[src/rtl/alu_beta_arbiter.sv]
// alu_beta_arbiter: two-requester round-robin front end for the slave ALU.
// Results are buffered in a small response FIFO with flush support.

package alu_beta_pkg;
  localparam logic [5:0] ALU_SLL  = 6'h00;
  localparam logic [5:0] ALU_SRL  = 6'h02;
  localparam logic [5:0] ALU_SRA  = 6'h03;
  localparam logic [5:0] ALU_LUI  = 6'h0F;
  localparam logic [5:0] ALU_ADD  = 6'h20;
  localparam logic [5:0] ALU_ADDU = 6'h21;
  localparam logic [5:0] ALU_SUB  = 6'h22;
  localparam logic [5:0] ALU_SUBU = 6'h23;
  localparam logic [5:0] ALU_AND  = 6'h24;
  localparam logic [5:0] ALU_OR   = 6'h25;
  localparam logic [5:0] ALU_XOR  = 6'h26;
  localparam logic [5:0] ALU_NOR  = 6'h27;
  localparam logic [5:0] ALU_SLT  = 6'h2A;
  localparam logic [5:0] ALU_SLTU = 6'h2B;
endpackage

module alu_beta
  import alu_beta_pkg::*;
(
  input  logic [5:0]  op_i,
  input  logic [31:0] a_i,
  input  logic [31:0] b_i,
  output logic [31:0] result_o,
  output logic        ovf_o
);

  logic [31:0] sum;
  logic [31:0] diff;
  logic [4:0]  sh;

  assign sum  = a_i + b_i;
  assign diff = a_i - b_i;
  assign sh   = a_i[4:0];

  // Operation decode; only signed add/sub report overflow.
  always_comb begin
    result_o = '0;
    ovf_o    = 1'b0;
    case (op_i)
      ALU_ADD: begin
        result_o = sum;
        ovf_o    = (a_i[31] ~^ b_i[31]) & (sum[31] ^ a_i[31]);
      end
      ALU_ADDU: result_o = sum;
      ALU_SUB: begin
        result_o = diff;
        ovf_o    = (a_i[31] ^ b_i[31]) & (diff[31] ^ a_i[31]);
      end
      ALU_SUBU: result_o = diff;
      ALU_AND:  result_o = a_i & b_i;
      ALU_OR:   result_o = a_i | b_i;
      ALU_XOR:  result_o = a_i ^ b_i;
      ALU_NOR:  result_o = ~(a_i | b_i);
      ALU_SLT:  result_o = {31'b0, $signed(a_i) < $signed(b_i)};
      ALU_SLTU: result_o = {31'b0, a_i < b_i};
      ALU_SLL:  result_o = b_i << sh;
      ALU_SRL:  result_o = b_i >> sh;
      ALU_SRA:  result_o = 32'($signed(b_i) >>> sh);
      ALU_LUI:  result_o = {b_i[15:0], 16'h0000};
      default: begin
        result_o = '0;
        ovf_o    = 1'b0;
      end
    endcase
  end

endmodule

module alu_beta_arbiter
  import alu_beta_pkg::*;
#(
  parameter int unsigned RSP_DEPTH = 2
) (
  input  logic             clk,
  input  logic             rst,
  input  logic [1:0]       req_valid,
  output logic [1:0]       req_ready,
  input  logic [1:0][5:0]  req_op,
  input  logic [1:0][31:0] req_src_a,
  input  logic [1:0][31:0] req_src_b,
  input  logic             flush,
  output logic             rsp_valid,
  input  logic             rsp_ready,
  output logic [31:0]      rsp_result,
  output logic             rsp_overflow,
  output logic             rsp_id
);

  localparam int unsigned PW =
    (RSP_DEPTH > 1) ? $clog2(RSP_DEPTH) : 1;
  localparam int unsigned CW = $clog2(RSP_DEPTH + 1);
  localparam logic [CW-1:0] DEPTH_C = CW'(RSP_DEPTH);
  localparam logic [PW-1:0] LAST_C  = PW'(RSP_DEPTH - 1);

  logic          prio_q, prio_d;
  logic [PW-1:0] rptr_q, rptr_d;
  logic [PW-1:0] wptr_q, wptr_d;
  logic [CW-1:0] cnt_q, cnt_d;

  logic [31:0]          res_q [RSP_DEPTH];
  logic [RSP_DEPTH-1:0] ovf_q;
  logic [RSP_DEPTH-1:0] id_q;

  logic        cand;
  logic        any_v;
  logic        pop;
  logic        push;
  logic        space;
  logic [5:0]  alu_op;
  logic [31:0] alu_a;
  logic [31:0] alu_b;
  logic [31:0] alu_res;
  logic        alu_ovf;

  function automatic logic [PW-1:0] inc(input logic [PW-1:0] p);
    return (p == LAST_C) ? '0 : p + PW'(1);
  endfunction

  assign any_v = |req_valid;
  assign pop   = rsp_valid & rsp_ready;
  assign space = (cnt_q < DEPTH_C) | pop;
  assign push  = |req_ready;

  // Candidate: a lone requester wins, otherwise the priority holder.
  always_comb begin
    cand = 1'b0;
    unique case (1'b1)
      (req_valid == 2'b11): cand = prio_q;
      (req_valid == 2'b10): cand = 1'b1;
      default:              cand = 1'b0;
    endcase
  end

  // Grant only when there is room and no flush or reset.
  always_comb begin
    req_ready = '0;
    if (any_v & space & ~flush & ~rst) begin
      req_ready[cand] = 1'b1;
    end
  end

  // Single ALU shared through the candidate mux.
  always_comb begin
    alu_op = '0;
    alu_a  = '0;
    alu_b  = '0;
    if (any_v) begin
      alu_op = req_op[cand];
      alu_a  = req_src_a[cand];
      alu_b  = req_src_b[cand];
    end
  end

  alu_beta u_alu (
    .op_i     (alu_op),
    .a_i      (alu_a),
    .b_i      (alu_b),
    .result_o (alu_res),
    .ovf_o    (alu_ovf)
  );

  // Next-state for priority, pointers and occupancy.
  always_comb begin
    prio_d = prio_q;
    rptr_d = rptr_q;
    wptr_d = wptr_q;
    cnt_d  = cnt_q;
    if (flush) begin
      rptr_d = '0;
      wptr_d = '0;
      cnt_d  = '0;
    end else begin
      if (push) begin
        wptr_d = inc(wptr_q);
        prio_d = ~cand;
      end
      if (pop) begin
        rptr_d = inc(rptr_q);
      end
      unique case ({push, pop})
        2'b10:   cnt_d = cnt_q + CW'(1);
        2'b01:   cnt_d = cnt_q - CW'(1);
        default: cnt_d = cnt_q;
      endcase
    end
  end

  // Control state registers.
  always_ff @(posedge clk or posedge rst) begin
    if (rst) begin
      prio_q <= 1'b0;
      rptr_q <= '0;
      wptr_q <= '0;
      cnt_q  <= '0;
    end else begin
      prio_q <= prio_d;
      rptr_q <= rptr_d;
      wptr_q <= wptr_d;
      cnt_q  <= cnt_d;
    end
  end

  // Response storage written at the tail on accept.
  always_ff @(posedge clk or posedge rst) begin
    if (rst) begin
      for (int i = 0; i < int'(RSP_DEPTH); i++) begin
        res_q[i] <= '0;
      end
      ovf_q <= '0;
      id_q  <= '0;
    end else if (push) begin
      res_q[wptr_q] <= alu_res;
      ovf_q[wptr_q] <= alu_ovf;
      id_q[wptr_q]  <= cand;
    end
  end

  assign rsp_valid    = (cnt_q != '0);
  assign rsp_result   = res_q[rptr_q];
  assign rsp_overflow = ovf_q[rptr_q];
  assign rsp_id       = id_q[rptr_q];

endmodule
[config.mk]
export PLATFORM = sky130hd
export DESIGN_NAME = alu_beta_arbiter
export DESIGN_NICKNAME = d
export VERILOG_FILES = /design/src/rtl/alu_beta_arbiter.sv
export SDC_FILE = /design/constraint.sdc
export NUM_CORES = 1
export LEC_CHECK = 0
export CELL_PAD_IN_SITES_DETAIL_PLACEMENT = 0
export CELL_PAD_IN_SITES_GLOBAL_PLACEMENT = 1
export CORE_MARGIN = 8
export CORE_UTILIZATION = 45
export DETAILED_ROUTE_END_ITERATION = 10
export HOLD_SLACK_MARGIN = 0.06
export PLACE_DENSITY = 0.95
export SLEW_MARGIN = 30
export SYNTH_ARGS = -nofsm -noshare
export SYNTH_HDL_FRONTEND = slang
export SYNTH_SLANG_ARGS = --single-unit
[constraint.sdc]
create_clock -name clk -period 15.02 [get_ports clk]
set_clock_uncertainty 0.15 [all_clocks]
set_input_delay 2.253 -clock clk [delete_from_list [all_inputs] [get_ports clk]]
set_output_delay 2.253 -clock clk [all_outputs]
set_load 0.01 [all_outputs]
Word-level counts from Yosys, hierarchy flattened

Index checks and enable logic that the tools add are counted.

Register bits: 73
Input bits: 146
Output and inout port bits: 37
Word-level logic and storage cells: 115

$add $sub $neg: 6
Magnitude comparators: 11
Eq/ne operators: 17
Shifts and indexed selects: 3
Multiplexer cells: 37
Bitwise gates (word level): 20
Reduce and logical (&&, ||, !) cells: 13

Operator list:

| kind               | count |
|---|---|
| $pmux 32 s12       | 1 |
| $mux 32            | 10 |
| $bwmux 64          | 1 |
| $lt 32x32->1       | 2 |
| $eq 6x6->1 const B | 10 |
| $add 32x32->32     | 1 |
| $and 32x32->32     | 1 |
| $demux 32 s1       | 1 |
| $not 32->32        | 1 |
| $or 32x32->32      | 1 |
| $shl 32x5->32      | 1 |
| $shr 32x5->32      | 1 |
| $sshr 32x5->32     | 1 |
| $sub 32x32->32     | 1 |
| $xor 32x32->32     | 1 |
| $mux 6             | 3 |
| $eq 6x2->1 const B | 2 |
| $mux 1             | 12 |
| $reduce_or 2->1    | 4 |
| $and 1x1->1        | 6 |
| $eq 2x2->1 const B | 3 |
| $eq 6x4->1 const B | 1 |
| $logic_not 6->1    | 1 |
| $lt 1x2->1 const B | 3 |
| 22 further kinds   | 38 |

Logic depth before layout (Yosys ltp)

Depth after elaboration: 11
Gate-level depth with buffers: 21
Gate-level depth less buffers: 16

Cells and area by module

Synthesis repeated with hierarchy kept, for this count alone.

Cells, all modules: 1817
Area, all modules: 13431.6 sq um

Modules (own cells, without submodules):

| module           | instances | cells each | area an instance (sq um) | sequential area each (sq um) |
|---|---|---|---|---|
| alu_beta         | 1         | 1372       | 8762.2                   | 0.0 |
| alu_beta_arbiter | 1         | 445        | 4669.5                   | 1826.8 |

Worst setup path before layout

No wires, ideal clock.

Kind: in2out
Start point: input port rst
End point: output port req_ready[1]
Arrival: 4.865 ns
Data required time: 12.617 ns
Path slack: 7.752 ns
Stages: 4
Path buffers: 0
Path through: inv_1 > o21ai_1 > a211o_1 > nor2_1

Longest elaborated chain between the ends: 3

RTL lines:

| what               | line | RTL |
|---|---|---|
| start: declaration | 79   | `input logic rst,` |
| $not 1->1          | 141  | `if (any_v & space & ~flush & ~rst) begin` |
| $and 1x1->1        | 141  |  |
| $mux 2             | 141  |  |
| end: declaration   | 81   | `output logic [1:0] req_ready,` |

Every way passes these cells.

Final worst setup path

Start point: input port req_valid[0]
End point: register res_q[28] (netlist bit)

Longest elaborated chain between the ends: 9
Elaborated cells between the ends (all ways): 50
Those cells by class: add/sub (2); order compare (2); eq/ne (15); shift (3); mux (15); bitwise (7); reduce/logical (6)

RTL lines:

| what                                                                   | line | RTL |
|---|---|---|
| start: declaration                                                     | 80   | `input logic [1:0] req_valid,` |
| parallel branches: the longest is 9 deep, another holds $sub 32x32->32 | --   |  |
| end signal: indexed assignment                                         | 216  | `res_q[wptr_q] <= alu_res;` |
| end: declaration                                                       | 104  | `logic [31:0] res_q [RSP_DEPTH];` |

Several ways; the timed one is not identified. The select of a mux whose other input is x is not followed.
A chain may end at the register's enable or synchronous reset.

==> impl_metrics.tcl <==
set metrics [dict create \
    dp.cells 2348 \
    pwr-share-clk_pct 13.8 \
    p_sw_share_pct 51.4 \
    power_leakage_nw 6.87 \
    hold_class "reg -> reg" \
    synth_edf_count 0 \
    critPathArrivalTime_ps 8330 \
    clock_latency_ps 340 \
    rows 64 \
    holdPathStages 2 \
    setup_tns_ps 0 \
    place_hpwl_um 55000 \
    synth.avg_cell_area_um2 7.40 \
    irDropWorstVdd_mv 0.0602 \
    slew_violations 0 \
    grt_pass1_vias 15730 \
    die_w_um 192 \
    instances_no_fill 2366 \
    ant_nets 0 \
    routedWlPerCell_um 29.9 \
    relSlewSlack_pct 28.0 \
    fmax_mhz 121 \
    internal_power_mw 0.746 \
    setup_violations 0 \
    cts_resized 0 \
    ys_types 79 \
    port_buffers 182 \
    p_per_area_nw_per_um2 94.8 \
    async_flop_share_pct 100 \
    antenna_found_initial 3 \
    rsz0062_at_grt "false" \
    htreeDepth 3 \
    core_area_um2 30500 \
    grt_use_total_pct 37.3 \
    route.vias.total 16446 \
    cts_buffers 9 \
    hold_viol 0 \
    cts_root_buffer "clkbuf_16" \
    period_minus_slack_ps 8250 \
    seq_area_frac_synth_pct 13.1 \
    grt_max_degree 65 \
    path_max_fanout 57 \
    drtIter0Drc 2398 \
    grt_pass1_wl_um 104000 \
    ys_seq_elements 73 \
    syn_nets 2133 \
    path_clk_slew_ps 70 \
    postCtsHoldBufs 0 \
    r2r_cells 18 \
    die_h_um 192 \
    post-cts-setup-buffers 0 \
    maxCapViolCount 0 \
    die_area_um2 36800 \
    final_cell_mix "nand2_1, clkdlybuf4s50_1, nor2_1, mux2i_1, a21oi_1" \
    pin_count 183 \
    power_mw 1.53 \
    drt_first_pass_iters 8 \
    yosys_warnings 0 \
    grt_overflow_total 0 \
    status "finished, final reports clean" \
    required_ps 15100 \
    netlist_area_um2 13900 \
    pwr-share-seq_pct 17.9 \
    areaGrowthSynthToFinish_pct 16.3 \
    syn_inst 1882 \
    cts.sinks 73 \
    fin_nets 2215 \
    worstMarginPinSlew_ps 1050 \
    worstSetupStartpointType "input pin" \
    nFillCells 2981 \
    ys.flop_type "dfrtp_1" \
    via_per_inst 6.95 \
    switchingPower_mw 0.788 \
    fin_crit_sh_pct 54.9 \
    start_util_pct 45.6 \
    drive_above_1_share_pct 9.85 \
    max-clock-path-buffers 2 \
    gp_congestion 1.06 \
    end_kind "flip-flop" \
    drc 0 \
    power_frac_comb_pct 68.3 \
    setup.worst_path.class "in -> reg" \
    drt_wl_total_um 70700 \
    cts_tree "yes" \
]
## cells by family (layout without fill, tap and decap cells)
family	count (synthesis)	count (layout)	share of synthesized area, %
AOI/OAI and AO/OA	597	597	30.0
and+or+nand+nor	569	569	18.5
muxes	261	261	19.7
buffers and inverters	250	337	7.48
adders and majority gates	105	105	9.55
DFF	73	73	13.1
xor gates and xnor gates	27	27	1.70
other	0	1	0
## worst paths after layout
path,from,endpoint,slack (ps)
max in group asynchronous,rst,res_q[58],11550
min,res_q[49],res_q[49],330
min in group asynchronous,rst,res_q[4],2020
min reg2reg,res_q[49],res_q[49],330
max reg2reg,prio_q,res_q[28],8740
max,req_valid[0],res_q[28],6770
## per-layer routing
metal | up-vias | part of all wire (%) | track usage (%)
met3 | 272 | 11 | 7.90
met1 | 7786 | 39 | 48.0
li1 | 7156 | - | -
met5 | - | 0.028 | 0
met4 | 4 | 7.5 | 23.8
met2 | 1228 | 42 | 55.9
## registers in the layout (all words and copies together) (netlist names)
register  flops
prio_q        1
cnt_q         2
res_q        64
wptr_q        1
id_q          2
ovf_q         2
rptr_q        1
## cell usage after synthesis (all sizes together) (6+ instances only)
library cell / n / area [um2]
or3: 7 / 43.8
a221o: 7 / 70.1
and2: 34 / 213
and3: 10 / 62.6
o211ai: 51 / 383
o31ai: 15 / 113
a222oi: 6 / 60.1
inv: 97 / 364
a2111oi: 6 / 52.6
o221ai: 11 / 96.3
or2: 6 / 37.5
a311oi: 10 / 87.6
nand2b: 6 / 45.0
a32o: 26 / 260
nor3: 50 / 260
a32oi: 21 / 255
nand2: 181 / 679
xor2: 6 / 52.6
o21bai: 9 / 67.6
a211oi: 28 / 215
a31oi: 37 / 231
a22oi: 13 / 97.6
buf: 65 / 347
a21o: 19 / 143
o21ai: 106 / 531
o41ai: 6 / 52.6
clkbuf: 85 / 319
o21a: 20 / 150
xnor2: 21 / 184
mux2: 99 / 1110
a211o: 6 / 52.6
nand4: 10 / 62.6
nand3: 58 / 290
nor2b: 14 / 87.6
o32ai: 9 / 78.8
nor2: 172 / 646
dfrtp: 73 / 1830
a21oi: 130 / 654
mux2i: 162 / 1620
o22ai: 17 / 106
nor4: 11 / 68.8
a22o: 7 / 61.3
ha: 103 / 1290
## through the flow
step | setup slack, ps | utilization [%] | hold WS (ps) | instance area, um2
finish | 6770 | 53.0 | 331 | 16200
global route | 6510 | 53.0 | 358 | 16200
CTS | 6930 | 53.0 | 334 | 16200
detailed placement | 6600 | 52.0 | 318 | 15900
global placement | 6750 | 52.0 | 308 | 15900
floorplan | 7750 | - | 288 | 13900
## area by class of cell
type,instances,area (um2),area share (%)
clock inverter,7,67.6,0.417
inverter,100,375,2.32
clock buffer,9,225,1.39
sequential,73,1830,11.3
multi-input combinational,1559,11100,68.5
tap,396,495,3.06
antenna,1,2.50,0.0155
timing repair buffer,221,2110,13.0
## critical path, stage by stage
cell and delay (ps):
clkdlybuf4s50_1 460, buf_4 380, nand2b_4 380, a32o_2 370, buf_4 350, inv_2 110, buf_4 530, ha_1 260
inv_1 70, fa_1 440, a21o_1 210, o41a_1 380, nand2_1 160, o31ai_1 210, a311oi_1 620, mux2i_1 170
a221oi_1 400, o21ai_0 230, mux2_2 310
## power by group through the flow
| stage | clock network [mW] | registers, mW | logic [mW] |
|---|---|---|---|
| final | 0.212 | 0.275 | 1.05 |
| after floorplan | 0 | 0.266 | 0.637 |
| after global routing | 0.223 | 0.280 | 1.09 |
| after CTS | 0.213 | 0.273 | 1.01 |
| after detailed placement | 0 | 0.276 | 1.00 |
| after global placement | 0 | 0.272 | 0.997 |
(Power assumes the default switching activity.)
